==> src/rtl/seq_normalizer.sv <==
// Multi-cycle normalizer: shifts a word toward its MSB (CLZ) or LSB (CTZ) and reports the shift count.
// Optional FAST_SHIFT_EN macro: skip four zero bits per cycle when the nearest nibble is clear.
module seq_normalizer #(
  parameter int WIDTH = 32,
  parameter int CNT_W = 5
) (
  input  logic             clk,
  input  logic             rst_n,
  input  logic             start,
  input  logic             dir,
  input  logic [WIDTH-1:0] in_data,
  output logic             busy,
  output logic             done,
  output logic [WIDTH-1:0] out_data,
  output logic [CNT_W-1:0] sh_cnt,
  output logic             zero
);

  typedef enum logic [1:0] {
    IDLE  = 2'd0,
    SHIFT = 2'd1,
    DONE  = 2'd2
  } state_t;

  state_t           state_reg, state_next;
  logic [WIDTH-1:0] work_reg, work_next;
  logic             dir_reg, dir_next;
  logic [CNT_W-1:0] cnt_reg, cnt_next;
  logic [WIDTH-1:0] out_data_reg, out_data_next;
  logic [CNT_W-1:0] sh_cnt_reg, sh_cnt_next;
  logic             zero_reg, zero_next;

  logic [WIDTH-1:0] shl1, shr1;
  logic             target_bit;
  logic             work_is_zero;

  // Single-step shifted copies of the working word, zero filled.
  for (genvar gi = 0; gi < WIDTH; gi++) begin : g_shift1
    if (gi >= 1) begin : g_l
      assign shl1[gi] = work_reg[gi-1];
    end else begin : g_lz
      assign shl1[gi] = 1'b0;
    end
    if (gi < WIDTH - 1) begin : g_r
      assign shr1[gi] = work_reg[gi+1];
    end else begin : g_rz
      assign shr1[gi] = 1'b0;
    end
  end

`ifdef FAST_SHIFT_EN
  logic [WIDTH-1:0] shl4, shr4;
  logic             near_zero;

  for (genvar gi = 0; gi < WIDTH; gi++) begin : g_shift4
    if (gi >= 4) begin : g_l
      assign shl4[gi] = work_reg[gi-4];
    end else begin : g_lz
      assign shl4[gi] = 1'b0;
    end
    if (gi < WIDTH - 4) begin : g_r
      assign shr4[gi] = work_reg[gi+4];
    end else begin : g_rz
      assign shr4[gi] = 1'b0;
    end
  end

  // A clear nibble next to the target can never hide the target bit, so a 4-bit hop is safe.
  assign near_zero = dir_reg ? (work_reg[3:0] == 4'd0) : (work_reg[WIDTH-1 -: 4] == 4'd0);
`endif

  assign target_bit   = dir_reg ? work_reg[0] : work_reg[WIDTH-1];
  assign work_is_zero = (work_reg == '0);

  always_comb begin
    state_next    = state_reg;
    work_next     = work_reg;
    dir_next      = dir_reg;
    cnt_next      = cnt_reg;
    out_data_next = out_data_reg;
    sh_cnt_next   = sh_cnt_reg;
    zero_next     = zero_reg;

    case (state_reg)
      IDLE: begin
        if (start) begin
          work_next  = in_data;
          dir_next   = dir;
          cnt_next   = '0;
          state_next = SHIFT;
        end
      end

      SHIFT: begin
        if (work_is_zero) begin
          out_data_next = '0;
          sh_cnt_next   = '0;
          zero_next     = 1'b1;
          state_next    = DONE;
        end else if (target_bit) begin
          out_data_next = work_reg;
          sh_cnt_next   = cnt_reg;
          zero_next     = 1'b0;
          state_next    = DONE;
        end else begin
`ifdef FAST_SHIFT_EN
          if (near_zero) begin
            work_next = dir_reg ? shr4 : shl4;
            cnt_next  = cnt_reg + CNT_W'(4);
          end else begin
            work_next = dir_reg ? shr1 : shl1;
            cnt_next  = cnt_reg + CNT_W'(1);
          end
`else
          work_next = dir_reg ? shr1 : shl1;
          cnt_next  = cnt_reg + CNT_W'(1);
`endif
        end
      end

      DONE: begin
        state_next = IDLE;
      end

      default: begin
        state_next = IDLE;
      end
    endcase
  end

  always_ff @(posedge clk) begin
    if (!rst_n) begin
      state_reg    <= IDLE;
      work_reg     <= '0;
      dir_reg      <= 1'b0;
      cnt_reg      <= '0;
      out_data_reg <= '0;
      sh_cnt_reg   <= '0;
      zero_reg     <= 1'b0;
    end else begin
      state_reg    <= state_next;
      work_reg     <= work_next;
      dir_reg      <= dir_next;
      cnt_reg      <= cnt_next;
      out_data_reg <= out_data_next;
      sh_cnt_reg   <= sh_cnt_next;
      zero_reg     <= zero_next;
    end
  end

  assign busy     = (state_reg != IDLE);
  assign done     = (state_reg == DONE);
  assign out_data = out_data_reg;
  assign sh_cnt   = sh_cnt_reg;
  assign zero     = zero_reg;

endmodule

==> config.mk <==
export PLATFORM = sky130hd
export DESIGN_NAME = seq_normalizer
export DESIGN_NICKNAME = d
export VERILOG_FILES = /design/src/rtl/seq_normalizer.sv
export SDC_FILE = /design/constraint.sdc
export NUM_CORES = 1
export LEC_CHECK = 0
export ABC_AREA = 0
export CORE_MARGIN = 4
export CORE_UTILIZATION = 50
export DETAILED_ROUTE_END_ITERATION = 8
export GPL_ROUTABILITY_DRIVEN = 0
export PLACE_DENSITY = 0.79
export RECOVER_POWER = 50
export SYNTH_ARGS = -nofsm -noshare
export SYNTH_HDL_FRONTEND = slang
export SYNTH_SLANG_ARGS = --single-unit
==> constraint.sdc <==
create_clock -name clk -period 4.05 [get_ports clk]
set_input_delay 0.81 -clock clk [delete_from_list [all_inputs] [get_ports clk]]
set_output_delay 0.81 -clock clk [all_outputs]
set_load 0.05 [all_outputs]
==> key figures <==
Run status
  – Status: finished with violations
  – Failing checks: max-capacitance violations, max-slew violations

Drt
  – Final WL: 8.98 mm
  – Via/cell ratio: 5.62
  – Routed vias: 3338
  – Remaining DRCs: 0
  – Drt first-iter violations: 220
  – Post-DRT Antenna Nets: 0
  – Detailed Routing Iterations Pass 1: 5
  – Routed length per instance: 15.1 µm

Layout
  – Share of cells above drive strength 1: 0.0562
  – Cell Count, Final, Fillers Out: 594
  – Final net count: 531
  – Multi-input logic area: 1770 µm²
  – Most frequent cells in the layout: nand2_1, dfxtp_1, a21oi_1
  – Area Growth Syn to Fin: 28.8%
  – # diodes: 0
  – FF+latch area: 1560 µm²
  – Fillers: 573
  – Most common cell after layout, fill and taps aside: nand2_1

Hold path
  – Hold Path Depth: 2
  – Hold_sp: out_data[0]$_SDFFE_PN0P_
  – Hold Path Class: flip-flop to flip-flop
  – Hold Path Sink: out_data[0]$_SDFFE_PN0P_

STA
  – F_max: 0.318 GHz
  – Setup-failing EPs final: 0
  – Skew final: 0.0122 ns
  – Max-slew violations: 32
  – Min Tclk post-route: 3.15 ns
  – Slew @ Worst Pin: 1.89 ns
  – Max_slew headroom: -0.261
  – Unrepaired setup endpoints after global routing: no
  – TNS Setup: 0 ns
  – Fin crit share: 0.778
  – Hold Slack: 0.453 ns
  – Final hold violations: 0
  – Setup ws final: 0.900 ns

Critical path
  – CP cell instances: dlygate4sd3_1, mux2i_1, or2_0, nand2_1, a21oi_1
  – Worst R2R Setup Slack: 1.33 ns
  – CP Class: input port to flip-flop
  – Worst reg-to-reg path cell count: 5
  – Slowest cell on the critical path: or2_0
  – Arrival @ worst endpoint: 3.41 ns
  – Slowest stage delay, CP: 1.41 ns
  – Max FO, Critical Path: 31
  – Buf/Inv on CP: 1
  – Crit-path leading delay family: simple AND/OR/NAND/NOR gates
  – Reg-to-Reg Start: work_reg[31]$_SDFFE_PN0P_
  – FF-to-FF End: work_reg[3]$_SDFFE_PN0P_
  – Required time of the critical path: 4.31 ns
  – Crit. End Element: flip-flop
  – Worst setup SP type: input port

Global route
  – Met3 usage: 0.0369
  – Initial antenna violation count: 0
  – Largest net degree at the start of global routing: 67
  – Vias in the first global route: 3086
  – Gr ovfl total: 0
  – First-pass GRT wire length: 14.9 mm
  – M2 GR Usage: 0.332
  – Busiest grt layer: met2
  – Total GRT Usage: 0.215
  – GR Util met1: 0.293

Placement
  – Placed insts: 579
  – Port Buffers: 75
  – Post-detail-place hpwl: 5.73 mm
  – Pre-CTS WS: 1.35 ns

Synth
  – Synth Flop Type: dfxtp_1
  – Post-Syn Nets: 472
  – Mapped Area: 3500 µm²
  – Avg Synthesized Cell Area: 8.05 µm²
  – Synth area leader: dfxtp_1
  – Top cells by area, synth: dfxtp_1, nand2_1, a21oi_1, mux2i_1, o211ai_1
  – Yosys warnings: 0
  – Sequential area share after synthesis: 0.446
  – #FFs+latches synth: 78
  – Share of the synthesized area in the top cell type: 0.446
  – Number of flops mapped to enable cells by yosys: 0
  – Yosys cell types: 38
  – Synth async-reset ratio: 0
  – Syn Inst Count: 435

Clock network
  – Clock buffer count from CTS: 9
  – Clock sink count: 78
  – Hold_buf cts: 0
  – Clock buffer depth: 2
  – Clk_lat worst skew: 0.35 ns
  – CTS tree: built
  – Root buffer cell: clkbuf_8
  – Clk slew on worst S/H paths: 0.09 ns
  – Htree depth: 3
  – CTS resizes: 0
  – Post-CTS Setup Inserts: 0

Floorplan
  – Core ar.: 6790 µm²
  – DIE AREA: 8400 µm²
  – Initial Util: 0.515
  – Die height: 91.7 µm
  – Die W: 91.7 µm
  – IO Pins: 76
  – Site Rows: 30

Flow run
  – Max-Cap Viols: 1

Power
  – Switching share of power: 0.291
  – Sequential Power Share: 0.451
  – Leak: 1.61 nW
  – Design internal power: 1.39 mW
  – Power Dens Cells: 434 nW/µm²
  – Clk pwr share: 0.368
  – Net Switching: 570 µW
  – Logic pwr share: 0.181
  – Worst VDD drop: 0.208 mV
## layer usage
metal / wire, µm / part of all wire
met4: 203 / 0.023
met5: 0 / 0
met3: 613 / 0.068
met2: 4010 / 0.45
met1: 4150 / 0.46
## tightest hold or removal path: cells and delay by family, from the launching register on
family	cells	cell delay [ns]
and+or+nand+nor	1	0.05
DFF	1	0.31
AOI/OAI and AO/OA	1	0.05
## worst max path at each step
stage / start / end / slack, ns / depth (start not counted)
floorplan: state_reg[1]$_SDFFE_PN0P_ / done / 2.12 / 1
global placement: start / work_reg[14]$_SDFFE_PN0P_ / 1.44 / 6
detailed placement: start / work_reg[18]$_SDFFE_PN0P_ / 1.35 / 6
CTS: state_reg[1]$_SDFFE_PN0P_ / done / 1.41 / 2
global route: start / work_reg[19]$_SDFFE_PN0P_ / 0.73 / 5
finish: start / work_reg[3]$_SDFFE_PN0P_ / 0.90 / 5
## cells in the mapped netlist, types with 2 or more instances
library cell  instances
buf_2                10
a21oi_1              68
buf_4                 3
nand3_1               6
o21ai_0               3
mux2i_1              32
buf_1                 2
nor4_1                8
nand2_1             137
clkbuf_1             17
nor2_1                8
or2_2                 2
o211ai_1             31
inv_1                 2
nor3_1                2
nand2b_1              2
nor2b_1               3
dfxtp_1              78
and4_1                2
## kinds of logic after synthesis
kind of cell	Yosys count	synth area share
DFF	78	0.446
adders and majority gates	1	0.00357
and+or+nand+nor	174	0.206
buffers and inverters	36	0.0475
AOI/OAI and AO/OA	112	0.195
muxes	34	0.101
## through the flow
stage          utilization  cell area [µm²]  total power [mW]
3_3_place_gp         0.629             4270              1.24
5_1_grt              0.664             4510              2.03
3_5_place_dp         0.629             4270              1.25
4_1_cts              0.665             4520              1.96
2_1_floorplan            -             3500              1.14
6_report             0.664             4510              1.96
## power by group through the flow
stage                     combinational [mW]  clock [mW]  sequential [mW]
after floorplan                        0.237           0            0.902
after global placement                 0.343           0            0.897
after detailed placement               0.353           0            0.898
after CTS                              0.357       0.722            0.882
after global routing                   0.389       0.754            0.890
final                                  0.354       0.720            0.884
## final cells by class
class                      count  share of cell area
clock buffer                  10              0.0305
tap                           96              0.0266
multi-input combinational    321               0.394
inverter                       3             0.00250
sequential                    78               0.347
clock inverter                 5              0.0236
timing repair buffer          81               0.177
(Power assumes the default switching activity.)
==> variant 1: new RTL, config.mk and constraints unchanged <==
Reset style: asynchronous (`rst_n`), changed in one clocked block.
--- a/src/rtl/seq_normalizer.sv
+++ b/src/rtl/seq_normalizer.sv
@@ -130,3 +130,3 @@
 
-  always_ff @(posedge clk) begin
+  always_ff @(posedge clk or negedge rst_n) begin
     if (!rst_n) begin
Check against the original RTL: differs if rst_n is asserted again (counterexample within 4 cycles, from zero or initial values and one cycle with rst_n low); with rst_n held inactive, the same outputs for 4 cycles.
==> variant 1 against the unedited design <==
  * The run still ends with capacitance limit, slew limit left
  * Final area rose by 4.4%
  * Critical path depth increased by 1
  * Global-route usage is 0.29 points higher
  * Wire length increased by 2.0%
  * Area after synthesis up 6.1%
  * Setup slack improved by 140 ps
  * Sequential cell count is the same
  * Critical endpoint is now cnt_reg[1]$_DFFE_PN0P_
  * Largest cell class is now sequential cells
  * Highest routed layer unchanged
Power is not compared: it rests on default switching activity, and its combinational part moved more than twofold at a synthesized area within 25%.
==> variant 1: results (changes against the unedited design) <==
grt_pass1_vias: 2994  # -3.0%
comb.multi_input.count: 299  # -6.9%
clk_share_pct: 4.573  # -0.84 points
reg2reg_to: "cnt_reg[1]$_DFFE_PN0P_"
synthArstFlopShare_pct: 100.0  # +100 points
cp_slowest_cell: "nand2b_1"
place_ws_ps: 1632  # +282.7 ps
seqCellArea_um2: 1953  # +25%
max_stage_delay_ps: 680  # -730 ps
hold_depth: 1  # -1
status: "complete, but fails checks"
multiInputGateArea_um2: 1625  # -8.4%
synth_adder_area_share_pct: 0.3369  # -0.020 points
critPathArrivalTime_ps: 3260  # -150 ps
layout-drive-gt1-share_pct: 6.092  # +0.47 points
rrSetupSlack_ps: 1040  # -290 ps
hold_end: "zero$_DFFE_PN0P_"
intPower_w: 0.002282
bufAreaShareNonClock_pct: 16.43  # -1.2 points
synth_sequential_area_ratio_pct: 52.56  # +8.0 points
violations: "capacitance limit, slew limit"
synthMuxAreaShare_pct: 9.973  # -0.14 points
clock_buffers: 12  # +2
layout.nets: 508  # -4.3%
timing.slew.headroom_pct: -28.38  # -2.2 points
crit_fanout: 67  # +120%
ys_ff_latch: 78  # unchanged
cellLeakagePower_nw: 2.075
worstHoldStart: "zero$_DFFE_PN0P_"
cap_violations: 1  # unchanged
io_buffers: 75  # unchanged
place_hpwl_um: 6087  # +6.2%
yosys.cell_types.count: 35  # -7.9%
finalMaxSlewViolations: 79  # +150%
viasPerCell: 5.609  # -0.19%
fin_worst_skew_ps: 4.771  # -7.474 ps
n_all_buffers: 79  # -2.5%
synthesis.nets: 446  # -5.5%
r2r_cells: 6  # +1
grt_max_degree: 79  # +18%
r2r_start: "state_reg[1]$_DFFE_PN0P_"
synth_compound_area_share_pct: 16.37  # -3.2 points
cts_made_buffers: 9  # unchanged
yosys_most_used_dff: "dfrtp_1"
n_fill_cell: 615  # +7.3%
nonClockInverterCount: 4  # +1
grt_usage_pct: 21.78  # +0.29 points
netlist_top_cells_area: "dfrtp_1 (53%), nand2_1 (9.5%), a21oi_1 (8.5%)"
yosys-top-cells-count: "nand2_1 (94), dfrtp_1 (78), a21oi_1 (63), o21ai_0 (36), nor2_1 (32)"
wl_per_cell_um: 15.92  # +5.3%
grt_first_pass_wirelength_um: 14900  # +0.24%
## variant 1: routing by layer
metal	global-route usage (%)	wire length, um	up-vias
li1	-	-	1521
met1	30.07	3968	1557
met2	33.75	4418	132
met3	3.686	618	15
met4	9.507	150	0
met5	0	0	-
## variant 1: worst max path at each step
stage / from / to / slack (ps) / cells after the start
after CTS: state_reg[0]$_DFFE_PN0P_ / busy / 1390 / 3
after global routing: state_reg[1]$_DFFE_PN0P_ / cnt_reg[1]$_DFFE_PN0P_ / 760 / 6
after global placement: work_reg[7]$_DFFE_PN0P_ / work_reg[0]$_DFFE_PN0P_ / 1700 / 6
after detailed placement: work_reg[23]$_DFFE_PN0P_ / work_reg[31]$_DFFE_PN0P_ / 1630 / 6
after floorplan: state_reg[0]$_DFFE_PN0P_ / done / 2160 / 1
final: state_reg[1]$_DFFE_PN0P_ / cnt_reg[1]$_DFFE_PN0P_ / 1040 / 6
## variant 1: per-stage QoR
stage	utilization (%)	area [um2]	total power [W]	hold slack, ps	instances
2_1_floorplan	-	3714	0.003081	496.4	409
3_3_place_gp	62.07	4502	0.003645	460.3	559
6_report	64.88	4706	0.004349	476.4	575
3_5_place_dp	62.07	4502	0.003709	465.9	559
5_1_grt	64.88	4706	0.004654	507.5	575
4_1_cts	65.03	4717	0.004370	483.0	575
## variant 1: power groups by stage
stage	Clock, W	Sequential (W)	Combinational [W]
finish	0.000647	0.00142	0.00229
global route	0.000687	0.00146	0.00251
CTS	0.000659	0.00141	0.00230
detailed placement	0	0.00142	0.00229
global placement	0	0.00140	0.00224
floorplan	0	0.00182	0.00126
## variant 1: worst max-delay path, delay by kind of cell (launching register included)
kind / cells / cell delay, ps
buffers and inverters: 1 / 610
AO/OA/AOI/OAI: 2 / 260
AND/OR/NAND/NOR: 3 / 1630
flip-flops: 1 / 400
==> variant 2: new RTL, same flow settings <==
Made on the original files. Add a define of `FAST_SHIFT_EN`.
--- a/src/rtl/seq_normalizer.sv
+++ b/src/rtl/seq_normalizer.sv
@@ -2,2 +2,4 @@
 // Optional FAST_SHIFT_EN macro: skip four zero bits per cycle when the nearest nibble is clear.
+`define FAST_SHIFT_EN
+
 module seq_normalizer #(
Function: changed (a bounded check fails within 4 cycles, from zero or initial values and one cycle with rst_n low).
==> variant 2 against the unedited design <==
  * Area after synthesis is 23% higher
  * Critical endpoint is now out_data[15]$_SDFFE_PN0P_
  * Non-clock buffer count is 2 higher
  * Sequential share of layout area is 4.8 points lower
  * Die area is 21% higher
  * Final area is 16% higher
  * Critical path type is now reg2reg
  * Total power is 15% higher
  * Critical path depth is 2 higher
  * Global-route usage is 3.0 points higher
  * Largest cell class unchanged
  * Setup slack worse by 210 ps
  * Wire length is 36% higher
  * Sequential cell count stayed put
  * Clock skew is 4.0 ps lower
==> variant 2: results (changes against the unedited design) <==
synth_sequential_area_ratio_pct: 36.31  # -8.3 points
sw_frac_of_total_pct: 35.26  # +6.1 points
powerClk_w: 0.000643  # -11%
fin_hold_ws_ps: 453.8  # +0.3930 ps
cellLeakagePower_nw: 1.983  # +23%
n_fill_cell: 721  # +26%
hold_end: "out_data[25]$_SDFFE_PN0P_"
reg2reg_to: "out_data[15]$_SDFFE_PN0P_"
ir_worst_vdd_v: 0.0002128  # +2.4%
dr.pass1.iters: 5  # unchanged
critPathArrivalTime_ps: 3640  # +230 ps
status: "completed"
via_count: 4029  # +21%
wl_per_cell_um: 18.95  # +25%
post-route-min-period_ps: 3360  # +210.8 ps
synth_adder_area_share_pct: 0.5819  # +0.22 points
synth_xor_xnor_area_share_pct: 0.2037  # +0.20 points
syn_avg_cell_area_um2: 8.885  # +10%
p_seq_share_pct: 42.1  # -3.0 points
finalPower_w: 0.002245  # +15%
fin_cells: 642  # +8.1%
synthesis.nets: 522  # +11%
grt_usage_pct: 24.47  # +3.0 points
fin_worst_skew_ps: 8.216  # -4.029 ps
crit_start: "work_reg[1]$_SDFFE_PN0P_"
grt_first_pass_wirelength_um: 19990  # +34%
yosys-top-cells-count: "mux2i_1 (88), nand2_1 (82), dfxtp_1 (78), a21oi_1 (31), clkbuf_1 (30)"
grt_max_degree: 88  # +31%
synth_compound_area_share_pct: 20.42  # +0.88 points
yosys.cell_types.count: 46  # +21%
post_dp_cell_area_um2: 5039  # +18%
rrSetupSlack_ps: 690  # -640 ps
path_class: "reg2reg"
netlist_top_cells_area: "dfxtp_1 (36%), mux2i_1 (20%), nand2_1 (7.2%)"
crit_fanout: 26  # -16%
place_hpwl_um: 8152  # +42%
synthMuxAreaShare_pct: 21.53  # +11 points
layout.nets: 570  # +7.3%
yosysWarnings: 0  # unchanged
worstHoldStart: "out_data[25]$_SDFFE_PN0P_"
tightest_slew_ps: 1461  # -431.5 ps
layout-drive-gt1-share_pct: 8.939  # +3.3 points
dp.cells: 626  # +8.1%
r2r_cells: 7  # +2
==> variant 2: cell types whose count changed in the layout (fill, tap and decap cells not counted), sizes merged, moves of 4 or more <==
cell / before / now
mux2i: 33 / 88
nand2: 137 / 83
a21oi: 68 / 32
o211ai: 31 / 4
a221oi: 0 / 26
o22ai: 0 / 25
nor2: 9 / 30
clkdlybuf4s50: 44 / 33
dlygate4sd3: 31 / 41
a211oi: 0 / 7
nand4: 0 / 4
==> variant 2: final cells by class <==
| class | instances | area (um2) | share of cell area (%) |
|---|---|---|---|
| clock inverters | 6 | 86.33 | 1.652 |
| flip-flops and latches | 78 | 1562 | 29.89 |
| multi-input cells | 356 | 2497 | 47.80 |
| repair buffers | 83 | 805.8 | 15.42 |
| clock buffers | 10 | 127.6 | 2.443 |
| inverters | 4 | 15.01 | 0.2874 |
| well taps | 105 | 131.4 | 2.514 |
==> variant 2: routing by layer <==
| layer | GRT usage [%] | vias up | wire length [um] |
|---|---|---|---|
| li1 | - | 1869 | - |
| met1 | 33.95 | 1896 | 5309 |
| met2 | 38.63 | 239 | 5606 |
| met3 | 3.668 | 25 | 1034 |
| met4 | 8.705 | 0 | 217 |
| met5 | 0 | - | 0 |
==> variant 2: cell families (layout without fill, tap and decap cells) <==
| logic type | Yosys count | after routing |
|---|---|---|
| AOI/OAI and AO/OA | 112 | 112 |
| buffers and inverters | 50 | 103 |
| adders and majority gates | 2 | 2 |
| and+or+nand+nor | 149 | 149 |
| muxes | 92 | 92 |
| DFF | 78 | 78 |
| xor gates and xnor gates | 1 | 1 |
==> variant 2: critical path: stages, from the launching register on <==
cell and delay (ps):
dfxtp_1 380, nor4_1 350, buf_4 430, nand4_1 270
nor2_1 220, o21a_1 1010, buf_4 370, mux2i_1 220
